<file path="src/rtl/lsu_mem_initiator.sv">
// Load/store unit (MEM stage): initiator side of a word-wide data memory port.
// Accepts one request at a time, validates it, performs loads, full-word
// stores and read-modify-write sub-word stores, and returns one response pulse.
module lsu_mem_initiator #(
   parameter int unsigned MEM_BYTES = 1024,
   parameter int unsigned XLEN      = 32
) (
   input  logic            clk,
   input  logic            reset,
   input  logic            req_valid,
   output logic            req_ready,
   input  logic            req_store,
   input  logic [2:0]      req_funct3,
   input  logic [XLEN-1:0] req_addr,
   input  logic [XLEN-1:0] req_wdata,
   output logic            resp_valid,
   output logic            resp_err,
   output logic [XLEN-1:0] resp_rdata,
   output logic [XLEN-1:0] mem_addr,
   output logic [XLEN-1:0] mem_wdata,
   output logic            mem_we,
   output logic            mem_re,
   input  logic [XLEN-1:0] mem_rdata
);

   typedef enum logic [1:0] {
      IDLE,
      RD,
      WR,
      RESP
   } state_t;

   state_t          state_q, state_d;
   logic [XLEN-1:0] addr_q,  addr_d;
   logic [XLEN-1:0] wdata_q, wdata_d;
   logic [2:0]      funct3_q, funct3_d;
   logic            store_q, store_d;
   logic            err_q,   err_d;
   logic [XLEN-1:0] rbuf_q,  rbuf_d;

   logic            req_misaligned;
   logic            req_illegal;
   logic            req_out_of_range;
   logic            req_error;
   logic [XLEN:0]   req_last_byte;

   logic [XLEN-1:0] aligned_addr;
   logic [4:0]      lane_shift;
   logic [XLEN-1:0] rbuf_shifted;

   assign aligned_addr = {addr_q[XLEN-1:2], 2'b00};
   assign lane_shift   = {addr_q[1:0], 3'b000};
   assign rbuf_shifted = rbuf_q >> lane_shift;

   // Classify the incoming request; only meaningful while accepting in IDLE.
   always_comb begin
      req_last_byte    = {1'b0, req_addr[XLEN-1:2], 2'b00} + (XLEN+1)'(3);
      req_out_of_range = (req_last_byte >= (XLEN+1)'(MEM_BYTES));
      req_misaligned   = ((req_funct3 == 3'b001 || req_funct3 == 3'b101) && req_addr[0]) ||
                         ((req_funct3 == 3'b010) && (req_addr[1:0] != 2'b00));
      req_illegal      = (req_funct3 == 3'b011) || (req_funct3 == 3'b110) ||
                         (req_funct3 == 3'b111) || (req_store && req_funct3[2]);
      req_error        = req_misaligned || req_illegal || req_out_of_range;
   end

   // State and latched request registers; reset abandons any RMW in flight.
   always_ff @(posedge clk or posedge reset) begin
      if (reset) begin
         state_q  <= IDLE;
         addr_q   <= '0;
         wdata_q  <= '0;
         funct3_q <= '0;
         store_q  <= 1'b0;
         err_q    <= 1'b0;
         rbuf_q   <= '0;
      end else begin
         state_q  <= state_d;
         addr_q   <= addr_d;
         wdata_q  <= wdata_d;
         funct3_q <= funct3_d;
         store_q  <= store_d;
         err_q    <= err_d;
         rbuf_q   <= rbuf_d;
      end
   end

   // Next-state logic: accept/route in IDLE, capture read data in RD.
   always_comb begin
      state_d  = state_q;
      addr_d   = addr_q;
      wdata_d  = wdata_q;
      funct3_d = funct3_q;
      store_d  = store_q;
      err_d    = err_q;
      rbuf_d   = rbuf_q;
      unique case (state_q)
         IDLE: begin
            if (req_valid) begin
               addr_d   = req_addr;
               wdata_d  = req_wdata;
               funct3_d = req_funct3;
               store_d  = req_store;
               err_d    = req_error;
               if (req_error)
                  state_d = RESP;
               else if (req_store && req_funct3 == 3'b010)
                  state_d = WR;
               else
                  state_d = RD;
            end
         end
         RD: begin
            rbuf_d  = mem_rdata;
            state_d = store_q ? WR : RESP;
         end
         WR:      state_d = RESP;
         RESP:    state_d = IDLE;
         default: state_d = IDLE;
      endcase
   end

   // Outputs decoded purely from registered state and latched request fields.
   always_comb begin
      req_ready  = 1'b0;
      resp_valid = 1'b0;
      resp_err   = 1'b0;
      resp_rdata = '0;
      mem_addr   = '0;
      mem_wdata  = '0;
      mem_we     = 1'b0;
      mem_re     = 1'b0;
      unique case (state_q)
         IDLE: req_ready = 1'b1;
         RD: begin
            mem_re   = 1'b1;
            mem_addr = aligned_addr;
         end
         WR: begin
            mem_we   = 1'b1;
            mem_addr = aligned_addr;
            // Sub-word stores merge the new lane into the word read in RD.
            unique case (funct3_q[1:0])
               2'b00:   mem_wdata = (rbuf_q & ~(XLEN'(8'hFF) << lane_shift)) |
                                    (XLEN'(wdata_q[7:0]) << lane_shift);
               2'b01:   mem_wdata = (rbuf_q & ~(XLEN'(16'hFFFF) << lane_shift)) |
                                    (XLEN'(wdata_q[15:0]) << lane_shift);
               default: mem_wdata = wdata_q;
            endcase
         end
         RESP: begin
            resp_valid = 1'b1;
            resp_err   = err_q;
            if (!err_q && !store_q) begin
               unique case (funct3_q)
                  3'b000:  resp_rdata = {{(XLEN-8){rbuf_shifted[7]}}, rbuf_shifted[7:0]};
                  3'b001:  resp_rdata = {{(XLEN-16){rbuf_shifted[15]}}, rbuf_shifted[15:0]};
                  3'b100:  resp_rdata = {{(XLEN-8){1'b0}}, rbuf_shifted[7:0]};
                  3'b101:  resp_rdata = {{(XLEN-16){1'b0}}, rbuf_shifted[15:0]};
                  default: resp_rdata = rbuf_q;
               endcase
            end
         end
         default: ;
      endcase
   end

endmodule

</file>
<file path="config.mk">
export PLATFORM = sky130hd
export DESIGN_NAME = lsu_mem_initiator
export DESIGN_NICKNAME = d
export VERILOG_FILES = /design/src/rtl/lsu_mem_initiator.sv
export SDC_FILE = /design/constraint.sdc
export NUM_CORES = 1
export LEC_CHECK = 0
export BUFFER_PORTS_ARGS = -buffer_cell sky130_fd_sc_hd__buf_2
export CORE_MARGIN = 4
export CORE_UTILIZATION = 46
export CTS_CLUSTER_DIAMETER = 100
export DETAILED_ROUTE_END_ITERATION = 10
export PLACE_DENSITY = 0.78
export SYNTH_ARGS = -nofsm -noshare
export SYNTH_HDL_FRONTEND = slang
export SYNTH_SLANG_ARGS = --single-unit
</file>
<file path="constraint.sdc">
create_clock -name clk -period 2.9 [get_ports clk]
set_input_delay 0.145 -clock clk [delete_from_list [all_inputs] [get_ports clk]]
set_output_delay 0.145 -clock clk [all_outputs]
set_load 0.02 [all_outputs]
</file>
# Yosys cells after proc, flatten, opt, wreduce, memory -nomap -nowiden
# Cells that the tools add are included.
dict set report op_classes {
  n_addsub 1
  magnitude_cmp 1
  n_eq_ne 14
  bitwise_logic 6
  muxes 16
  n_shift 5
  reduce_logical 20
}
# operator count
set ops {}
lappend ops {{two-way mux 32 bit} 4}
lappend ops {{one-hot mux 32 bit (4 select lines)} 1}
lappend ops {{bitwise AND 32 bit} 2}
lappend ops {{inverter 32 bit} 2}
lappend ops {{bitwise OR 32 bit} 2}
lappend ops {{one-hot mux 32 bit (2 select lines)} 1}
lappend ops {{adder 32 x 2 -> 33 bit, second input constant} 1}
lappend ops {{greater-or-equal comparator 33 x 11 -> 1 bit, second input constant} 1}
lappend ops {{<< shifter 16 x 5 -> 32 bit} 1}
lappend ops {{<< shifter 16 x 5 -> 32 bit, first input constant} 1}
lappend ops {{<< shifter 8 x 5 -> 32 bit} 1}
lappend ops {{<< shifter 8 x 5 -> 32 bit, first input constant} 1}
lappend ops {{>> shifter 32 x 5 -> 16 bit} 1}
lappend ops {{== test 3 bit, second input constant} 5}
lappend ops {{one-hot mux 2 bit (4 select lines)} 1}
lappend ops {{logical OR 1 bit} 7}
lappend ops {{== test 3 x 1 -> 1 bit, second input constant} 2}
lappend ops {{== test 3 x 2 -> 1 bit, second input constant} 2}
lappend ops {{two-way mux 1 bit} 6}
lappend ops {{two-way mux 2 bit} 3}
lappend ops {{logical AND 1 bit} 5}
lappend ops {{== test 2 x 1 -> 1 bit, second input constant} 2}
lappend ops {{== test 2 bit, second input constant} 2}
lappend ops {{logical NOT 2 bit} 2}
lappend ops {{other kinds (6)} 7}
dict set report totals {
  register_bits 103
  wordCells 70
  out_inout_bits 101
  in_bits 103
}

# Depth between registers and ports, before layout
# Gate-level depths: netlist of run 1.
dict set report depth {
  depth_word 9
  mapped_depth 7
}

# Least setup slack after synthesis of run 1
# OpenSTA, ideal clock, no wires.
dict set report synth_timing {
  kind {register to output}
  from {register addr_q[1]}
  to {output port mem_wdata[16]}
  n_path_buf 2
  arrival_time_ps 2244
  required_ps 2755
  stages_incl_launch_ff 8
  setup_slack_ps 511
  path_cell_list {dfrtp_1 > inv_1 > buf_2 > clkbuf_1 > ha_1 > mux2i_1 > a221oi_1 > a21oi_1}
}
dict set report synth_via {
  elab_chain_cells 6
  word_cells_on_any_way 12
  cone_classes {4 x shift; 2 x mux; 6 x bitwise}
}
# item line
set synth_rtl {}
lappend synth_rtl {{start: declaration} 34} ;# logic [XLEN-1:0] addr_q, addr_d;
lappend synth_rtl {{start signal: assignment} 78} ;# addr_q <= addr_d;
lappend synth_rtl {{<< shifter 16 x 5 -> 32 bit / << shifter 8 x 5 -> 32 bit (equally long branches)} {145, 143}}
lappend synth_rtl {{inverter 32 bit (on tied branches)} {145, 143}}
lappend synth_rtl {{bitwise AND 32 bit (on tied branches)} {145, 143}}
lappend synth_rtl {{bitwise OR 32 bit (on tied branches)} {145, 143}}
lappend synth_rtl {{one-hot mux 32 bit (2 select lines) *} 142} ;# unique case (funct3_q[1:0])
lappend synth_rtl {{two-way mux 32 bit *} 132} ;# unique case (state_q)
lappend synth_rtl {{end: declaration} 20} ;# output logic [XLEN-1:0] mem_wdata,
# Every way passes the cells marked *; elsewhere a longest branch is shown, timed or not.

# Worst setup path in the final report of run 1
dict set report layout_timing {
  from {register addr_q[0]}
  to {output port resp_rdata[26]}
}
dict set report layout_via {
  elab_chain_cells 4
}
# item line
set layout_rtl {}
lappend layout_rtl {{>> shifter 32 x 5 -> 16 bit} 53} ;# assign rbuf_shifted = rbuf_q >> lane_shift;
lappend layout_rtl {{one-hot mux 32 bit (4 select lines)} 154} ;# unique case (funct3_q)
lappend layout_rtl {{two-way mux 32 bit} 153} ;# if (!err_q && !store_q) begin
lappend layout_rtl {{two-way mux 32 bit} 132}
lappend layout_rtl {{end: declaration} 18} ;# output logic [XLEN-1:0] resp_rdata,
# Every way passes these cells.

==> results of run 1 <==
[kinds of logic (layout without fill, tap and decap cells)]
family | after synthesis | in the layout
and+or+nand+nor | 125 | 125
muxes | 118 | 118
adders and majority gates | 8 | 8
other | 1 | 3
DFF | 103 | 103
buffers and inverters | 60 | 251
AOI/OAI and AO/OA | 147 | 147
[worst max path at each step]
stage | end | slack [ns] | cells past startpoint
after floorplan | addr_q[0]$_DFFE_PP0P_ | 0.05 | 1
after global placement | resp_rdata[26] | 0.68 | 7
after detailed placement | resp_rdata[26] | 0.66 | 7
after CTS | resp_rdata[26] | 0.26 | 7
after global routing | resp_rdata[18] | 0.03 | 5
final | resp_rdata[26] | 0.26 | 7
[power by group through the flow]
| stage | Sequential [mW] | Clock (mW) | Combinational [mW] |
|---|---|---|---|
| after floorplan | 2.62 | 0 | 4.11 |
| after global placement | 3.04 | 0 | 5.38 |
| after detailed placement | 3.07 | 0 | 5.49 |
| after CTS | 3.05 | 1.29 | 5.52 |
| after global routing | 3.14 | 1.35 | 6.00 |
| final | 3.07 | 1.27 | 5.52 |
[registers in the layout, indices dropped and copies added (netlist names)]
signal / count
wdata_q: 32
state_q: 2
funct3_q: 3
err_q: 1
addr_q: 32
rbuf_q: 32
store_q: 1
[what timing repair did]
item,CTS,global route
hold buffers,5,0
endpoints found under the hold margin,66,0
buffers inserted,0,0
[area by class of cell]
class | instances | area [sq um]
clock inverter | 5 | 63.8
antenna | 1 | 2.50
inverter | 16 | 62.6
sequential | 103 | 2580
clock buffer | 11 | 243
fill | 1124 | 5190
timing repair buffer | 219 | 1180
multi-input combinational | 400 | 3140
tap | 172 | 215
[routing by layer]
metal	track usage	wire length, um	vias to the layer above
met3	0.0720	1690	50
met1	0.320	7590	2546
met2	0.439	9320	253
li1	-	-	2432
met5	0	7	-
met4	0.127	779	2
[synth_stat cells, drive strengths merged (2+ instances only)]
cell and number:
nand4 2, nor2b 12, a21o 16, nor4 5, a221oi 16, a21oi 17, a221o 16, a22oi 8
clkbuf 31, buf 13, nor2 22, o2bb2ai 7, mux2 101, inv 15, a32o 16, and2 35
mux2i 16, o21ai 45, ha 8, dfrtp 103, nand2 45
[stage by stage]
step	total power, mW	area, sq um	worst slack, ns
detailed placement	8.55	7120	0.658
floorplan	6.73	5970	0.0512
global route	10.5	7480	0.0290
CTS	9.86	7480	0.257
finish	9.86	7480	0.262
global placement	8.42	7120	0.680
==> metrics.yaml, run 1 <==
timing:
  min_period_over_period: 0.909
  worst_clock_skew_ns: 0.0102
  hold_viol: 0
  holdWs_ns: 0.0126
  finalSetupViolCount: 0
  slew-limit-headroom: 0.366
  tightest_slew_ns: 0.948
  fin_setup_tns_ns: 0
  drv_slew: 0
  max_freq_ghz: 0.379
  period_needed_ns: 2.64
  rsz0062_at_grt: "no"
logic_synthesis:
  synth-seq-cells: 103
  synth.top_cell.area_share: 0.432
  synthXorXnorAreaFrac: 0
  synth-main-ff-cell: "dfrtp_1"
  synth-edff-count: 0
  yosys-top-cells-area: "dfrtp_1 (43%), mux2_2 (19%), o21ai_0 (3.7%), and2_1 (3.7%), nand2_1 (2.8%)"
  netlist_area_sq_um: 5970
  synth.largest_area_cell: "dfrtp_1"
  synth_fa_ha_area_frac: 0.0168
  synth_cell_types: 40
  ys_seq_area_frac: 0.432
  syn_area_per_cell_sq_um: 10.6
  yosysWarningCount: 0
  synth_top_family_by_area: "multiplexers"
  muxShareOfSynthArea: 0.222
  synth_compound_area_frac: 0.183
  yosys.area_share.simple: 0.103
  synthCells: 562
  async_reset_ff_frac: 1.00
grt:
  grt_max_degree: 73
  grt_usage: 0.265
  grt_overflow_total: 0
  grt_first_pass_wirelength_mm: 30.1
  grt_antenna_before_repair: 2
  grt_pass1_vias: 5489
layout:
  layout_commonest_cell: "buf_2"
  finalNonFillerCells: 927
  areaGrowthSynthToFinish_pct: 25.4
  final_nets: 860
  final_core_util: 0.591
  final_cell_mix: "buf_2 (201), dfrtp_1 (103), mux2_2 (101), nand2_1 (44), o21ai_0 (44)"
  drive_above_1_share: 0.447
status:
  status: "complete, no violations"
worst_hold_path:
  hold_end: "addr_q[2]$_DFFE_PP0P_"
  hold-path-cell-count: 2
  min_path_type: "in2reg"
  worstHoldStart: "req_addr[2]"
route:
  drt-wirelength-per-cell_um: 20.9
  drc_errors: 0
  drt_iter0_markers: 494
  wl_mm: 19.4
  ant_nets: 0
  via_per_inst: 5.70
  drtPass1Iterations: 6
  num_vias: 5283
pwr:
  clockPowerShare: 0.128
  powerDensity_nw_per_um2: 1320
  ir_drop_uv: 851
  p_sw_mw: 4.64
  power.share.sequential: 0.311
  power.share.switching: 0.471
  power_leakage_nw: 3.67
  pwr-share-comb: 0.560
  cellInternalPower_mw: 5.22
critical_path:
  slowest_stage: "nor2b_1"
  path_common_cell: "buf_4"
  slowest_delay_ns: 0.50
  startpoint: "addr_q[0]$_DFFE_PP0P_"
  worst-path-max-fanout: 16
  r2r_end: "wdata_q[29]$_DFFE_PP0P_"
  cpLargestDelayFamily: "buffers and inverters"
  crit_type: "reg2out"
  critPathBufInv: 3
  worstPathArrival_ns: 2.49
  reg2reg_depth: 5
  crit_path_start_kind: "register"
  rr_startpoint: "state_q[0]$_DFFE_PP0P_"
  crit_required_ns: 2.76
  end_kind: "output port"
  cp_cell_sequence: "buf_4 -> nor2b_1 -> a32oi_2 -> a2111oi_4 -> buf_4 -> a21o_1 -> buf_2"
  r2r_setup_slack_ns: 1.17
clock_network:
  clk_pin_slew_ns: 0.08
  ctsResizeCount: 0
  cts-root-buf: "clkbuf_16"
  cts_buffers: 9
  insertion_delay_ns: 0.36
  htreeDepth: 3
  cts_tree: "built"
  cts_buffer_depth: 2
  cts.sinks: 103
job:
  max-cap-violations: 0
die:
  dieWidth_um: 122
  core_sq_um: 12700
  start_util: 0.471
  ioPinCount: 204
  rows: 41
  die_area_sq_um: 14900
  die_y_um: 122
placed_design:
  dp.final_hpwl_mm: 14.6
  gp_congestion: 0.880
  io_buffers: 201
  dp.cells: 905
Note: power is estimated with default switching activity, not from simulation.
==> run 2, diff against run 1 <==
--- a/config.mk
+++ b/config.mk
@@ -5,12 +5,15 @@
 export SDC_FILE = /design/constraint.sdc
 export NUM_CORES = 1
 export LEC_CHECK = 0
+export ABC_AREA = 1
 export BUFFER_PORTS_ARGS = -buffer_cell sky130_fd_sc_hd__buf_2
+export CELL_PAD_IN_SITES_DETAIL_PLACEMENT = 0
+export CELL_PAD_IN_SITES_GLOBAL_PLACEMENT = 1
 export CORE_MARGIN = 4
-export CORE_UTILIZATION = 46
+export CORE_UTILIZATION = 32
 export CTS_CLUSTER_DIAMETER = 100
 export DETAILED_ROUTE_END_ITERATION = 10
-export PLACE_DENSITY = 0.78
+export PLACE_DENSITY = 0.77
 export SYNTH_ARGS = -nofsm -noshare
 export SYNTH_HDL_FRONTEND = slang
 export SYNTH_SLANG_ARGS = --single-unit
==> run 2 against run 1 <==
Critical path depth increased by 2. Non-clock buffer count increased by 67. Sequential power decreased by 11%. Combinational power increased by 3%. Cell count increased by 58%.
==> metrics.yaml, run 2 <==
timing:
  rsz0062_at_grt: "no"  # unchanged
  drv_slew: 0  # unchanged
  fin_setup_tns_ns: 0  # unchanged
  hold_viol: 0  # unchanged
  max_freq_ghz: 0.387  # was 0.379 GHz
  finalSetupViolCount: 0  # unchanged
  min_period_over_period: 0.890  # was 0.909
  period_needed_ns: 2.58  # was 2.64 ns
  holdWs_ns: 0.000776  # was 0.0126 ns
  slew-limit-headroom: 0.431  # was 0.366
  tightest_slew_ns: 0.853  # was 0.948 ns
  worst_clock_skew_ns: 0.00740  # was 0.0102 ns
clock_network:
  cts-root-buf: "clkbuf_16"  # unchanged
  cts.sinks: 103  # unchanged
  post_cts_buffers: 0  # unchanged
  cts_buffer_depth: 2  # unchanged
  cts_buffers: 9  # unchanged
  insertion_delay_ns: 0.36  # about the same
  holdBufCountCts: 69  # was 5
  ctsResizeCount: 0  # unchanged
  clk_pin_slew_ns: 0.08  # about the same
  htreeDepth: 3  # unchanged
  cts_tree: "built"  # unchanged
critical_path:
  slowest_stage: "dfrtp_1"  # was nor2b_1
  worst-path-max-fanout: 19  # was 16
  crit_required_ns: 2.76  # about the same
  slowest_delay_ns: 0.54  # was 0.50 ns
  end_kind: "output port"  # unchanged
  cpLargestDelayFamily: "simple AND/OR/NAND/NOR gates"  # was buffers and inverters
  worstPathArrival_ns: 2.44  # was 2.49 ns
  r2r_setup_slack_ns: 1.03  # was 1.17 ns
  cp_cell_sequence: "buf_4 -> nor2_4 -> nand2_2 -> nand3_2 -> nand2_2 -> nand2_4 -> nand2_4 -> nor2_1 -> buf_2"  # was buf_4 -> nor2b_1 -> a32oi_2 -> a2111oi_4 -> buf_4 -> a21o_1 -> buf_2
  crit_type: "reg2out"  # unchanged
  crit_path_start_kind: "register"  # unchanged
  critPathBufInv: 2  # was 3
grt:
  grt_overflow_total: 0  # unchanged
  grt_antenna_before_repair: 0  # was 2
  grt_pass1_vias: 6785  # was 5489
  grt_max_degree: 71  # was 73
  grt_usage: 0.206  # was 0.265
  grt_first_pass_wirelength_mm: 36.4  # was 30.1 mm
layout:
  layout_commonest_cell: "nand2_1"  # was buf_2
  top_regs: "addr_q x32, rbuf_q x32, wdata_q x32"  # unchanged
  diodes: 0  # was 1
  final_nets: 1310  # was 860
  areaGrowthSynthToFinish_pct: 34.0  # was 25.4%
  final_cell_mix: "nand2_1 (377), buf_2 (201), inv_1 (107), dfrtp_1 (103), o21ai_0 (100)"  # was buf_2 (201), dfrtp_1 (103), mux2_2 (101), nand2_1 (44), o21ai_0 (44)
  drive_above_1_share: 0.220  # was 0.447
logic_synthesis:
  syn_area_per_cell_sq_um: 6.78  # was 10.6 sq um
  yosysMostFrequentCell: "nand2_1"  # was dfrtp_1
  yosys-top-cells-area: "dfrtp_1 (40%), nand2_1 (22%), o21ai_0 (7.7%), inv_1 (6.3%), nor2_1 (3.2%)"  # was dfrtp_1 (43%), mux2_2 (19%), o21ai_0 (3.7%), and2_1 (3.7%), nand2_1 (2.8%)
  synth.top_cell.area_share: 0.398  # was 0.432
  synth-main-ff-cell: "dfrtp_1"  # unchanged
  synth.largest_area_cell: "dfrtp_1"  # unchanged
  async_reset_ff_frac: 1.00  # unchanged
  synth_cell_types: 34  # was 40
  synthCells: 957  # was 562
  synth-seq-cells: 103  # unchanged
  yosysWarningCount: 0  # unchanged
  synthTopCellsByCount: "nand2_1 (378), inv_1 (108), dfrtp_1 (103)"  # was dfrtp_1 (103), mux2_2 (101), nand2_1 (45)
  synth-edff-count: 0  # unchanged
  ys_seq_area_frac: 0.398  # was 0.432
  netlist_area_sq_um: 6480  # was 5970 sq um
die:
  rows: 51  # was 41
  die_y_um: 150  # was 122 um
  start_util: 0.329  # was 0.471
  dieWidth_um: 150  # was 122 um
  die_area_sq_um: 22600  # was 14900 sq um
  core_sq_um: 19700  # was 12700 sq um
  ioPinCount: 204  # unchanged
pwr:
  power_leakage_nw: 4.82  # was 3.67 nW
  powerDensity_nw_per_um2: 1120  # was 1320 nW/um^2
  ir_drop_uv: 575  # was 851 uV
status:
  status: "complete, no violations"  # unchanged
route:
  num_vias: 6923  # was 5283
  drc_errors: 0  # unchanged
  drt_iter0_markers: 518  # was 494
  wl_mm: 23.0  # was 19.4 mm
  ant_nets: 0  # unchanged
  via_per_inst: 4.71  # was 5.70
  drt-wirelength-per-cell_um: 15.6  # was 20.9 um
  drtPass1Iterations: 6  # unchanged
placed_design:
  gp_congestion: 0.882  # was 0.880
  dp.final_hpwl_mm: 17.2  # was 14.6 mm
  io_buffers: 201  # unchanged
worst_hold_path:
  min_path_type: "in2reg"  # unchanged
job:
  max-cap-violations: 0  # unchanged
run 2: cell count changes in the layout (fill, tap and decap cells not counted), moves of 17 or more:
| cell | change |
|---|---|
| nand2_1 | +333 |
| mux2_2 | -101 |
| inv_1 | +93 |
| dlygate4sd3_1 | +64 |
| o21ai_0 | +56 |
| and2_1 | -35 |
| nor2_1 | +33 |
| a21oi_1 | +22 |
| nand3_1 | +22 |
| o22ai_1 | +17 |
run 2: tightest hold or removal path, stage by stage:
cell and delay (ns):
buf_2 0.07, nand2_1 0.04, o21ai_0 0.07
run 2: layout make-up:
class	count	area (sq um)
fill	2073	11000
multi-input combinational	686	3220
sequential	103	2580
timing repair buffer	286	1820
inverter	113	432
tap	265	332
clock buffer	10	239
clock inverter	6	73.8
run 2: cells by family (layout without fill, tap and decap cells):
group / after synthesis / after routing / share of synthesized area
other: 1 / 2 / 0.000578
buffers and inverters: 169 / 415 / 0.108
AOI/OAI and AO/OA: 195 / 195 / 0.170
DFF: 103 / 103 / 0.398
adders and majority gates: 8 / 8 / 0.0154
and+or+nand+nor: 481 / 481 / 0.309
run 2: stage by stage:
step                instances  instance area (sq um)  power [mW]  worst slack, ns  utilization
CTS                      1469                   8690        9.81            0.298        0.441
detailed placement       1384                   7680        8.39            0.706        0.390
global route             1469                   8690        10.6            0.110        0.441
global placement         1384                   7680        8.37            0.707        0.390
finish                   1469                   8690        9.74            0.318        0.441
floorplan                 958                   6490        6.57           0.0512            -
run 2: where the power goes:
group          switching, mW  internal [mW]  total (mW)
clock                  0.591          0.708        1.30
combinational           3.91           1.79        5.70
sequential             0.621           2.12        2.74
total                   5.12           4.62        9.74
run 2: metal layers:
metal  global-route usage  wire [um]
met5                    0          0
met4               0.0494        412
met3               0.0436       1820
met2                0.328      10500
met1                0.286      10300
run 2: worst paths after layout:
kind / startpoint / endpoint / cells after the start
worst max-delay path: addr_q[0]$_DFFE_PP0P_ / resp_rdata[16] / 9
worst min-delay path: mem_rdata[26] / rbuf_q[26]$_DFFE_PP0P_ / 3
worst max register to register: state_q[0]$_DFFE_PP0P_ / state_q[1]$_DFFE_PP0P_ / 7
worst min register to register: addr_q[13]$_DFFE_PP0P_ / addr_q[13]$_DFFE_PP0P_ / 2
max in group asynchronous: reset / addr_q[2]$_DFFE_PP0P_ / 4
min in group asynchronous: reset / addr_q[28]$_DFFE_PP0P_ / 3
==> run 3, diff against run 2 <==
--- a/config.mk
+++ b/config.mk
@@ -10,10 +10,11 @@
 export CELL_PAD_IN_SITES_DETAIL_PLACEMENT = 0
 export CELL_PAD_IN_SITES_GLOBAL_PLACEMENT = 1
 export CORE_MARGIN = 4
-export CORE_UTILIZATION = 32
+export CORE_UTILIZATION = 40
+export CTS_BUF_LIST = sky130_fd_sc_hd__clkbuf_2
 export CTS_CLUSTER_DIAMETER = 100
 export DETAILED_ROUTE_END_ITERATION = 10
-export PLACE_DENSITY = 0.77
+export PLACE_DENSITY = 0.9
 export SYNTH_ARGS = -nofsm -noshare
 export SYNTH_HDL_FRONTEND = slang
 export SYNTH_SLANG_ARGS = --single-unit
==> constraint.sdc (replaced) <==
create_clock -name clk -period 2.99 [get_ports clk]
set_input_delay 0.1495 -clock clk [delete_from_list [all_inputs] [get_ports clk]]
set_output_delay 0.1495 -clock clk [all_outputs]
set_load 0.02 [all_outputs]
==> run 3 against run 2 <==
Critical endpoint is now mem_wdata[17]. Die area fell by 19%. Routed wire length rose by 2.0%. Clock power fell by 50%. Combinational power fell by 0.9%. Register-to-register slack got worse by 0.15 ns. Worst setup slack got worse by 0.13 ns. Clock skew rose by 0.015 ns. Largest power group unchanged. Clock-buffer cell count fell by 1. Largest cell class unchanged. Via count rose by 4.1%. Highest routed layer unchanged. Global-route usage rose by 5.3 points.
==> metrics.yaml, run 3 (synthesized netlist as in run 2, its figures left out) <==
critical_path:
  slowest_delay_ns: 0.55  # was 0.54 ns
  startpoint: "addr_q[1]$_DFFE_PP0P_"  # was addr_q[0]$_DFFE_PP0P_
  critPathBufInv: 2  # unchanged
  worstPathArrival_ns: 2.65  # was 2.44 ns
  worst-path-max-fanout: 29  # was 19
  crit_path_start_kind: "register"  # unchanged
  slowest_stage: "dfrtp_2"  # was dfrtp_1
  endpoint: "mem_wdata[17]"  # was resp_rdata[16]
  crit_required_ns: 2.84  # was 2.76 ns
  r2r_end: "wdata_q[14]$_DFFE_PP0P_"  # was state_q[1]$_DFFE_PP0P_
  cp.depth: 6  # was 9
  rr_startpoint: "state_q[0]$_DFFE_PP0P_"  # unchanged
  end_kind: "output port"  # unchanged
  crit_type: "reg2out"  # unchanged
  reg2reg_depth: 7  # unchanged
  cp_cell_sequence: "buf_4 -> ha_1 -> o21ai_0 -> a21boi_0 -> a21oi_1 -> buf_2"  # was buf_4 -> nor2_4 -> nand2_2 -> nand3_2 -> nand2_2 -> nand2_4 -> nand2_4 -> nor2_1 -> buf_2
  r2r_setup_slack_ns: 0.88  # was 1.03 ns
  cpLargestDelayFamily: "flip-flops"  # was simple AND/OR/NAND/NOR gates
route:
  drt_iter0_markers: 521  # was 518
  ant_nets: 0  # unchanged
  via_per_inst: 4.95  # was 4.71
  wl_mm: 23.4  # was 23.0 mm
  drtPass1Iterations: 7  # was 6
  drt-wirelength-per-cell_um: 16.1  # was 15.6 um
  num_vias: 7204  # was 6923
  drc_errors: 0  # unchanged
clock_network:
  cts_tree: "built"  # unchanged
  htreeDepth: 3  # unchanged
  insertion_delay_ns: 0.61  # was 0.36 ns
  cts_buffers: 9  # unchanged
  cts-root-buf: "clkbuf_2"  # was clkbuf_16
  cts.sinks: 103  # unchanged
  clk_pin_slew_ns: 0.28  # was 0.08 ns
  cts_buffer_depth: 2  # unchanged
placed_design:
  dp.final_hpwl_mm: 17.0  # was 17.2 mm
  io_buffers: 201  # unchanged
  gp_congestion: 0.947  # was 0.882
timing:
  tightest_slew_ns: 0.781  # was 0.853 ns
  drv_slew: 0  # unchanged
  period_needed_ns: 2.80
  worst_clock_skew_ns: 0.0227  # was 0.00740 ns
  rsz0062_at_grt: "no"  # unchanged
  max_freq_ghz: 0.357
  fin_setup_tns_ns: 0  # unchanged
  slew-limit-headroom: 0.480  # was 0.431
  min_period_over_period: 0.937
  finalSetupViolCount: 0  # unchanged
  hold_viol: 0  # unchanged
die:
  die_area_sq_um: 18300  # was 22600 sq um
  dieWidth_um: 135  # was 150 um
  rows: 46  # was 51
  core_sq_um: 15900  # was 19700 sq um
  start_util: 0.408  # was 0.329
  ioPinCount: 204  # unchanged
  die_y_um: 135  # was 150 um
layout:
  drive_above_1_share: 0.215  # was 0.220
  layout_commonest_cell: "nand2_1"  # unchanged
  final_nets: 1348  # was 1310
  areaGrowthSynthToFinish_pct: 35.6  # was 34.0%
  final_cell_mix: "nand2_1 (377), buf_2 (201), inv_1 (107), dlygate4sd3_1 (102), dfrtp_1 (101)"  # was nand2_1 (377), buf_2 (201), inv_1 (107), dfrtp_1 (103), o21ai_0 (100)
  final_core_util: 0.553  # was 0.441
  top_regs: "addr_q x32, rbuf_q x32, wdata_q x32"  # unchanged
  diodes: 0  # unchanged
pwr:
  powerDensity_nw_per_um2: 1020  # was 1120 nW/um^2
  pwr-share-comb: 0.628  # was 0.585
  power_leakage_nw: 4.89  # was 4.82 nW
  power_mw: 8.99  # was 9.74 mW
  clockPowerShare: 0.073  # was 0.133
  power.share.switching: 0.551  # was 0.526
  p_sw_mw: 4.96  # was 5.12 mW
  power.share.sequential: 0.299  # was 0.282
  cellInternalPower_mw: 4.03  # was 4.62 mW
  ir_drop_uv: 492  # was 575 uV
grt:
  grt_max_degree: 59  # was 71
  grt_usage: 0.259  # was 0.206
  grt_overflow_total: 0  # unchanged
  grt_pass1_vias: 7216  # was 6785
  grt_antenna_before_repair: 0  # unchanged
  grt_first_pass_wirelength_mm: 37.6  # was 36.4 mm
job:
  max-cap-violations: 0  # unchanged
worst_hold_path:
  min_path_type: "in2async"  # was in2reg
status:
  status: "complete, no violations"  # unchanged
[run 3: how the worst min path moves through the flow]
stage	to	from	slack, ns	cells after the start
finish	addr_q[0]$_DFFE_PP0P_	reset	0.14	3
detailed placement	wdata_q[1]$_DFFE_PP0P_	reset	0.31	2
floorplan	addr_q[10]$_DFFE_PP0P_	req_addr[10]	0.26	2
global route	wdata_q[0]$_DFFE_PP0P_	reset	0.20	3
global placement	wdata_q[1]$_DFFE_PP0P_	reset	0.31	2
CTS	addr_q[0]$_DFFE_PP0P_	reset	0.14	3
[run 3: power by group through the flow]
| stage | combinational [mW] | sequential, mW | clock, mW |
|---|---|---|---|
| 2_1_floorplan | 3.97 | 2.40 | 0 |
| 3_3_place_gp | 5.43 | 2.67 | 0 |
| 3_5_place_dp | 5.45 | 2.68 | 0 |
| 4_1_cts | 5.57 | 2.66 | 0.664 |
| 5_1_grt | 6.29 | 2.76 | 0.705 |
| 6_report | 5.65 | 2.69 | 0.655 |
[run 3: per-stage QoR]
stage,setup slack [ns],hold slack (ns),cell area [sq um],instances
4_1_cts,0.0766,0.144,8730,1449
6_report,0.188,0.144,8790,1456
3_3_place_gp,0.754,0.313,7620,1333
3_5_place_dp,0.817,0.308,7620,1333
2_1_floorplan,0.137,0.259,6490,958
5_1_grt,0.0221,0.199,8790,1456
[run 3: cell type report]
cell class	count	area, sq um
fillers	1625	7100
clock inverters	5	50.0
inverters	113	432
clock buffers	9	45.0
repair buffers	324	2200
flip-flops and latches	103	2580
multi-input cells	686	3220
well taps	216	270
[run 3: what timing repair did]
| item | 4_1_cts | 5_1_grt |
|---|---|---|
| setup buffers | 0 | 7 |
| hold endpoints to repair | 159 | 0 |
| gates resized for setup | 0 | 2 |
| endpoints found under the setup margin | 0 | 21 |
| hold buffers | 102 | 0 |
[run 3: routing by layer]
layer / global-route usage / vias to the layer above / share of wire
met5: 0 / - / 0
met4: 0.0901 / 0 / 0.028
met3: 0.0357 / 41 / 0.063
met2: 0.416 / 269 / 0.46
met1: 0.360 / 3329 / 0.44
li1: - / 3565 / -
[run 3: worst register-to-register path, stage by stage, from the launching register on]
cell and delay (ns):
dfrtp_1 0.47, inv_1 0.13, ha_1 0.26, nand2_2 0.27, inv_2 0.44, buf_12 0.29, nand2_1 0.10, o21ai_0 0.08
